## src/rtl/fetch_unit.sv

```systemverilog
// fetch_unit: instruction fetch stage with PC register and IF/ID pipeline
// register. Next PC comes from sequential, branch, jump or jump-register
// selection; redirects resolve in ID, so the instruction currently in IF is
// the delay slot and is loaded into IF/ID normally.
//
// Ports:
//   clk, reset          clock, asynchronous active-high reset
//   stall               hold PC, IF/ID and fetch counter
//   clr                 load a bubble into IF/ID (PC still follows stall)
//   npc_sel             00 seq, 01 branch, 10 jump, 11 jump register
//   br_taken, imm16     branch condition and offset from ID
//   j_index             jump index from ID
//   jr_target           forwarded rs value for jr/jalr
//   instr_i             instruction memory data for pc_o
//   pc_o                current fetch PC (always word aligned)
//   ifid_instr/pc/pc8   IF/ID instruction, its PC, and PC+8 link value
//   ifid_valid          IF/ID holds a real instruction
//   adel_o              sticky misaligned jr target flag
//   fetch_cnt           number of instructions loaded into IF/ID
module fetch_unit #(
  parameter logic [31:0] RESET_PC = 32'h0000_3000
) (
  input  logic        clk,
  input  logic        reset,
  input  logic        stall,
  input  logic        clr,
  input  logic [1:0]  npc_sel,
  input  logic        br_taken,
  input  logic [15:0] imm16,
  input  logic [25:0] j_index,
  input  logic [31:0] jr_target,
  input  logic [31:0] instr_i,
  output logic [31:0] pc_o,
  output logic [31:0] ifid_instr,
  output logic [31:0] ifid_pc,
  output logic [31:0] ifid_pc8,
  output logic        ifid_valid,
  output logic        adel_o,
  output logic [31:0] fetch_cnt
);

  // The PC is held as a word address so alignment is structural.
  logic [31:2] pc_q, pc_d, npc;
  logic [31:0] instr_q, instr_d;
  logic [31:0] ipc_q, ipc_d;
  logic        valid_q, valid_d;
  logic        adel_q, adel_d;
  logic [31:0] cnt_q, cnt_d;

  // Word-address next-PC: the branch offset is already a word count.
  always_comb begin
    npc = pc_q + 30'd1;
    unique case (npc_sel)
      2'b01:   if (br_taken) npc = ipc_q[31:2] + 30'd1 + {{14{imm16[15]}}, imm16};
      2'b10:   npc = {ipc_q[31:28], j_index};
      2'b11:   npc = jr_target[31:2];
      default: npc = pc_q + 30'd1;
    endcase
  end

  always_comb begin
    pc_d    = pc_q;
    instr_d = instr_q;
    ipc_d   = ipc_q;
    valid_d = valid_q;
    adel_d  = adel_q;
    cnt_d   = cnt_q;

    // PC motion depends only on stall; clr affects IF/ID alone.
    if (!stall) begin
      pc_d = npc;
      if (npc_sel == 2'b11 && jr_target[1:0] != 2'b00) adel_d = 1'b1;
    end

    if (clr) begin
      instr_d = '0;
      ipc_d   = '0;
      valid_d = 1'b0;
    end else if (!stall) begin
      instr_d = instr_i;
      ipc_d   = {pc_q, 2'b00};
      valid_d = 1'b1;
      cnt_d   = cnt_q + 32'd1;
    end
  end

  always_ff @(posedge clk or posedge reset) begin
    if (reset) begin
      pc_q    <= RESET_PC[31:2];
      instr_q <= '0;
      ipc_q   <= '0;
      valid_q <= 1'b0;
      adel_q  <= 1'b0;
      cnt_q   <= '0;
    end else begin
      pc_q    <= pc_d;
      instr_q <= instr_d;
      ipc_q   <= ipc_d;
      valid_q <= valid_d;
      adel_q  <= adel_d;
      cnt_q   <= cnt_d;
    end
  end

  assign pc_o       = {pc_q, 2'b00};
  assign ifid_instr = instr_q;
  assign ifid_pc    = ipc_q;
  assign ifid_pc8   = ipc_q + 32'd8;
  assign ifid_valid = valid_q;
  assign adel_o     = adel_q;
  assign fetch_cnt  = cnt_q;

endmodule

```

## config.mk

```make
export PLATFORM = sky130hd
export DESIGN_NAME = fetch_unit
export DESIGN_NICKNAME = d
export VERILOG_FILES = /design/src/rtl/fetch_unit.sv
export SDC_FILE = /design/constraint.sdc
export NUM_CORES = 1
export LEC_CHECK = 0
export BUFFER_PORTS_ARGS = -buffer_cell sky130_fd_sc_hd__buf_4
export CAP_MARGIN = 20
export CORE_MARGIN = 2
export CORE_UTILIZATION = 52
export DETAILED_ROUTE_END_ITERATION = 8
export PLACE_DENSITY = 0.79
export SYNTH_ARGS = -nofsm -noshare
export SYNTH_HDL_FRONTEND = slang
export SYNTH_SLANG_ARGS = --single-unit
```

## constraint.sdc

```tcl
create_clock -name clk -period 4.2 [get_ports clk]
set_input_delay 0.42 -clock clk [delete_from_list [all_inputs] [get_ports clk]]
set_output_delay 0.42 -clock clk [all_outputs]
set_load 0.01 [all_outputs]
```

# [Word-level counts from Yosys, hierarchy flattened]
# Cells that the tools add are included.
[totals] register_bits=128 input_bits=113
[op_classes] n_addsub=5 n_eq_ne=4 muxes=8 bitwise_logic=2 n_reduce_logical=4
[op_table] cell="2-to-1 mux 32 bit" n=4
[op_table] cell="one-hot mux 30 bit (3 select lines)" n=1
[op_table] cell="adder 30 x 1 -> 30 bit, second input constant" n=2
[op_table] cell="adder 32 x 1 -> 32 bit, second input constant" n=1
[op_table] cell="adder 32 x 4 -> 32 bit, second input constant" n=1
[op_table] cell="adder 30 bit" n=1
[op_table] cell="2-to-1 mux 30 bit" n=1
[op_table] cell="== test 2 bit, second input constant" n=2
[op_table] cell="AND reduction 2 bit" n=2
[op_table] cell="== test 2 x 1 -> 1 bit, second input constant" n=1
[op_table] cell="2-to-1 mux 1 bit" n=2
[op_table] cell="inequality test 2 x 1 -> 1 bit, second input constant" n=1
[op_table] cell="inverter 1 bit" n=2
[op_table] cell="nonzero test 2 bit" n=1
[op_table] cell="logical AND 1 bit" n=1

# [Logic depth before layout (Yosys ltp)]
[depth] word_depth=4 ltp_mapped=12

# [Least setup slack after synthesis]
# OpenSTA, ideal clock, no wires.
[synth_path] path_kind="register -> register" startpoint="register ipc_q[2], in the netlist ifid_pc[2]" endpoint="register pc_q[28] in the netlist's numbering" setup_ns=0.119 t_arrival_ns=2.651 required_ns=4.081 slack_ns=1.430 stages_incl_launch_ff=13 n_path_buf=0 synth_period_minus_slack_ns=2.770 cell_sequence="dfrtp_1 inv_1 ha_1 inv_1 fa_1 a211oi_1 o21ai_1 a211oi_1 o31ai_1 a31oi_1 xor2_1 a211oi_1 o21a_1"
[synth_between] elab_chain_cells=4
[synth_lines] item="start: declaration" line="45" text="logic [31:0] ipc_q, ipc_d;"
[synth_lines] item="start signal: assignment" line="98" text="ipc_q <= ipc_d;"
[synth_lines] item="adder 30 x 1 -> 30 bit" line="54" text="2'b01: if (br_taken) npc = ipc_q[31:2] + 30'd1 + {{14{imm16[15]}}, imm16};"
[synth_lines] item="adder 30 bit" line="54"
[synth_lines] item="2-to-1 mux 30 bit" line="54"
[synth_lines] item="one-hot mux 30 bit (3 select lines)" line="53" text="unique case (npc_sel)"
[synth_lines] item="end signal: assignment" line="89" text="pc_q <= RESET_PC[31:2];"
[synth_lines] item="end signal: assignment" line="96" text="pc_q <= pc_d;"
[synth_lines] item="end: declaration" line="43" text="logic [31:2] pc_q, pc_d, npc;"
# No other way between the ends.
# A chain may end at the register's enable or synchronous reset.

# [Worst setup path after layout]
[layout_path] startpoint="register ipc_q[3], in the netlist ifid_pc[3]" endpoint="output ifid_pc8[29]"
[layout_between] elab_chain_cells=1
[layout_lines] item="adder 32 x 4 -> 32 bit" line="108" text="assign ifid_pc8 = ipc_q + 32'd8;"
[layout_lines] item="end: declaration" line="36" text="output logic [31:0] ifid_pc8,"
# No other way between the ends.

==> results <==
- The flow ran to the end, and the final reports show no timing, DRC or antenna violations.
- The number of fillers in the final layout is 1359.
- The final max-slew violation count was 0.
- The initial cell density of the core is 0.5287.
- Clock tree synthesis found a total of between 100 and 150 sinks.
- The internal power of the cells is 2.794 mW.
- The relative contribution of sequential cells to total power is 0.366.
- The highest metal layer carrying signal wires in the routed design is met4.
- The largest single stage delay on the critical path is roughly 0.6 ns.
- Entering global routing, the biggest net connects 84 pins.
- The worst-case clock buffer depth is 2.
- At the end of the flow, the number of nets in the layout was approximately 1.4k.
- The synthesis-to-finish area growth is 30.89%.
- In the routed design, unresolved DRC markers number 0.
- The proportion of synthesized chip area in sequential cells is 0.3612.
- In the final routing, the length of wire on met1 measures about 12 mm.
- The path category of the worst min-delay check is in2async.
- Across the whole layout, storage elements account for approximately 0.0032 mm².
- The max-capacitance violation count is 0.
- In the final layout, the multi-input gates occupy 0.005283 mm².
- In this run the critical register-to-register path is launched from ifid_pc[2].
- The total number of vias is a little under 9k.
- The H-tree was split into 4 levels.
- The clock power share is 0.343.
- The first routing iteration left between 800 and 900 violations.
- The critical path crosses 7 cells after its start point.
- The TritonCTS clock tree is done.
- The number of antenna diodes in the final layout is 0.
- The final weighted congestion in routability-driven placement is 0.9250.
- The total number of placement rows is between 40 and 50.
- The latest clock arrival within the worst-skew pair is 0.42 ns.
- In this run the static leakage power is about 5.5 nW.
- The root buffer cell is sky130_fd_sc_hd__clkbuf_16.
- The first-pass GRT wire length is 44.53 mm.
- The biggest fanout along the worst timing path is 9.
- The routed length on met3 is roughly 2.3 mm.
- The number of global-route vias before repair is approximately 8.5k.
- The proportion of register bits with asynchronous set or reset after synthesis is 1.000.
- For the worst flop-to-flop path, the logic depth is 12.
- The post-route worst hold slack is 0.06071 ns.
- Buffers placed on the I/O ports in this run total approximately 270.
- Setup violations remaining at the end of the flow were counted as 0.
- The remaining global-route overflow is 0.
- The average size of a mapped cell is about 8.6 µm².
- The worst slew margin relative to its limit is 0.2774.
- The initial antenna violation count came to 0.
- After synthesis, the netlist uses 70 different library cells.
- In this run the power spent charging and discharging nets is 1.505 mW.
- The remaining antenna violation count is 0.
- The critical path's slowest cell is sky130_fd_sc_hd__nor3_1.
- The library cell used most frequently in the layout, excluding fill and tap cells, is sky130_fd_sc_hd__buf_4.
- The number of setup buffers added after CTS is 0.
- The setup TNS is 0 ns.
- The worst setup slack after placement is about 0.95 ns.
- Of the total power, combinational logic draws 0.291.
- The die covers about 0.018 mm².
- Summing every instance area after synthesis gives approximately 0.0087 mm².
- The final hold violation count is 0.
- For the pin with the worst max-slew slack, the measured transition is roughly 1.1 ns.
- The total clock buffers created by CTS is 17.
- Counting flops with a built-in enable in the synthesized netlist gives 0.
- After layout, the worst setup slack is around 0.75 ns.
- Together, buffers and inverters on the worst path number 1.
- Setup slack on the worst reg-to-reg path comes out at about 0.96 ns.
- The kind of critical path is reg2out.
- Clock-pin slew was measured on the worst setup and hold paths at ~0.060 ns.
- The total power density per cell area is around 380 mW/mm².
- Based on the critical path, the design can be clocked at up to around 0.29 GHz.
- STA puts the critical path data required time at around 3.8 ns.
- The cell repeated most along the worst path is sky130_fd_sc_hd__nand3_1.
- Counting I/O delays and the setup requirement, the final critical path takes between 3 and 4 ns.
- The detailed-route wire length is roughly 28 mm.
- The most frequently used flop master after synthesis is sky130_fd_sc_hd__dfrtp_1.
- In this run, synthesis produced a sequential element count of 126.
- The family with the most delay on the worst path is simple AND/OR/NAND/NOR gates.
- The fraction of final layout cells sized beyond drive strength 1 is 0.2600.
- The number of instances resized during post-cts repair is 0.
- The worst clock skew on the final layout is 0.006220 ns.
- The maximum resistive drop on vdd is about 320 µV.
- Across every metal layer, demand over resource in global routing totals 0.3145.
- The synthesized instance count is 1015.
- The core footprint is roughly 0.017 mm².
- The sum of met2 wire segment lengths after detailed routing is 13.04 mm.
- The count of warnings emitted by yosys is 0.
- After detailed routing, the average wire length per cell comes to 18.68 µm.
- The worst setup path is launched from a flop.
- At the worst endpoint, the arrival time is ~3.0 ns.
- Setup repair after global routing left no endpoint under its margin.
- The worst setup path is captured at an output pin.
- In the layout the commonest cells are sky130_fd_sc_hd__buf_4 (272), sky130_fd_sc_hd__nor2_1 (133), sky130_fd_sc_hd__dfrtp_1 (124).
- Walking the worst path, the cells encountered are ha_1, nand3_1, or3_1, nor3_1, nand3_1, xnor2_1, buf_4.
- The destination of the worst register-to-register timing path is pc_q[28].
- The die boundary width is between 100 and 150 µm.
- The height of the chip is 133.6 µm.
- Of the total power, the share spent switching nets is 0.3500.
- In the finished design, the share of the clock period the worst path needs comes to 0.8217.
- The placed wire-length estimate is 20.42 mm.
- The hold-fix buffer count after cts is 0.
- The detailed-route vias per instance is around 5.9.
- The number of search-and-repair iterations in the first detailed-routing pass is 6.
- The total I/O pin count is 275.
==> per-layer routing <==
metal / vias to the layer above / GRT usage
met5: - / 0
met1: 4147 / 0.4205
met2: 420 / 0.5049
met3: 66 / 0.06963
met4: 0 / 0.1135
li1: 4122 / -
==> cell type report <==
class | count | share of cell area
Clock buffer | 18 | 0.03841
Clock inverter | 14 | 0.01280
Inverter | 19 | 0.006456
Multi-Input combinational cell | 819 | 0.4620
Sequential cell | 126 | 0.2760
Tap cell | 220 | 0.02407
Timing Repair Buffer | 273 | 0.1803
==> power groups by stage <==
stage,logic (mW),clock network [mW],registers (mW)
floorplan,0.698,0,1.57
detailed placement,1.24,0,1.58
finish,1.25,1.47,1.57
CTS,1.25,1.48,1.56
global placement,1.22,0,1.58
global route,1.37,1.54,1.59
==> cells by family after synthesis <==
group                      synth area share
and+or+nand+nor                      0.1944
AOI/OAI and AO/OA                    0.1673
DFF                                  0.3612
xor gates and xnor gates            0.09525
muxes                               0.09711
buffers and inverters               0.03623
adders and majority gates           0.04812
other                             0.0004293
==> through the flow <==
| stage | power (mW) | util | cell area (µm²) | std cells |
|---|---|---|---|---|
| finish | 4.298 | 0.6920 | 11430 | 1489 |
| global route | 4.504 | 0.6920 | 11430 | 1489 |
| CTS | 4.295 | 0.6920 | 11430 | 1489 |
| detailed placement | 2.819 | 0.6565 | 10850 | 1457 |
| global placement | 2.795 | 0.6565 | 10850 | 1457 |
| floorplan | 2.266 | - | 8755 | 1020 |
==> worst reg2reg max path, stage by stage (launching register included) <==
cell and delay (ns):
sky130_fd_sc_hd__dfrtp_1 0.40, sky130_fd_sc_hd__inv_1 0.07, sky130_fd_sc_hd__ha_1 0.20, sky130_fd_sc_hd__inv_1 0.07, sky130_fd_sc_hd__fa_1 0.42, sky130_fd_sc_hd__a211oi_1 0.25
sky130_fd_sc_hd__o21ai_1 0.19, sky130_fd_sc_hd__a211oi_1 0.47, sky130_fd_sc_hd__o31ai_1 0.26, sky130_fd_sc_hd__a31oi_1 0.29, sky130_fd_sc_hd__xor2_1 0.21, sky130_fd_sc_hd__a211oi_1 0.11
sky130_fd_sc_hd__o21a_1 0.19
==> flip-flops by register name, summed over array words and instances, names as in the netlist <==
register and cells:
fetch_cnt 32, adel_o 1, ifid_pc 30, ifid_instr 32
pc_q 30, ifid_valid 1
==> synthesized netlist by cell type, types with 3 or more instances <==
cell | instances | area [µm²]
sky130_fd_sc_hd__mux2_2 | 8 | 90.09
sky130_fd_sc_hd__nand4_1 | 24 | 150.1
sky130_fd_sc_hd__xnor2_1 | 61 | 534.3
sky130_fd_sc_hd__o32a_1 | 3 | 30.03
sky130_fd_sc_hd__a41oi_1 | 3 | 26.28
sky130_fd_sc_hd__nand3_1 | 48 | 240.2
sky130_fd_sc_hd__o211ai_1 | 9 | 67.56
sky130_fd_sc_hd__o21bai_1 | 7 | 52.55
sky130_fd_sc_hd__clkbuf_1 | 35 | 131.4
sky130_fd_sc_hd__and4_1 | 4 | 35.03
sky130_fd_sc_hd__a22oi_1 | 4 | 30.03
sky130_fd_sc_hd__and2_1 | 6 | 37.54
sky130_fd_sc_hd__dfrtp_1 | 124 | 3103
sky130_fd_sc_hd__and3_1 | 14 | 87.58
sky130_fd_sc_hd__xor2_1 | 34 | 297.8
sky130_fd_sc_hd__nor3_1 | 19 | 95.09
sky130_fd_sc_hd__o21a_1 | 7 | 52.55
sky130_fd_sc_hd__a21o_1 | 11 | 82.58
sky130_fd_sc_hd__clkbuf_2 | 3 | 15.01
sky130_fd_sc_hd__buf_1 | 9 | 33.78
sky130_fd_sc_hd__or3_1 | 5 | 31.28
sky130_fd_sc_hd__nand2_1 | 107 | 401.6
sky130_fd_sc_hd__inv_1 | 17 | 63.81
sky130_fd_sc_hd__o21ai_0 | 53 | 265.3
sky130_fd_sc_hd__o22ai_1 | 7 | 43.79
sky130_fd_sc_hd__a211o_1 | 3 | 26.28
sky130_fd_sc_hd__o22a_1 | 3 | 26.28
sky130_fd_sc_hd__mux2i_1 | 63 | 630.6
sky130_fd_sc_hd__o31ai_1 | 3 | 22.52
sky130_fd_sc_hd__a221o_1 | 3 | 30.03
sky130_fd_sc_hd__buf_4 | 8 | 60.06
sky130_fd_sc_hd__mux4_2 | 5 | 112.6
sky130_fd_sc_hd__a31oi_1 | 13 | 81.33
sky130_fd_sc_hd__a211oi_1 | 10 | 75.07
sky130_fd_sc_hd__ha_1 | 32 | 400.4
sky130_fd_sc_hd__a21oi_1 | 70 | 350.3
sky130_fd_sc_hd__nor2_1 | 133 | 499.2
sky130_fd_sc_hd__nor2b_1 | 3 | 18.77
==> worst max path at each step <==
stage,slack (ns),endpoint,start
6_report,0.75,ifid_pc8[29],ifid_pc[3]
5_1_grt,0.55,ifid_pc8[29],ifid_pc[5]
4_1_cts,0.72,ifid_pc8[29],ifid_pc[3]
3_5_place_dp,0.95,pc_q[28],imm16[0]
3_3_place_gp,1.0,pc_q[28],imm16[0]
2_1_floorplan,0.43,adel_o,reset
No activity file was read; power rests on OpenSTA's default activity.
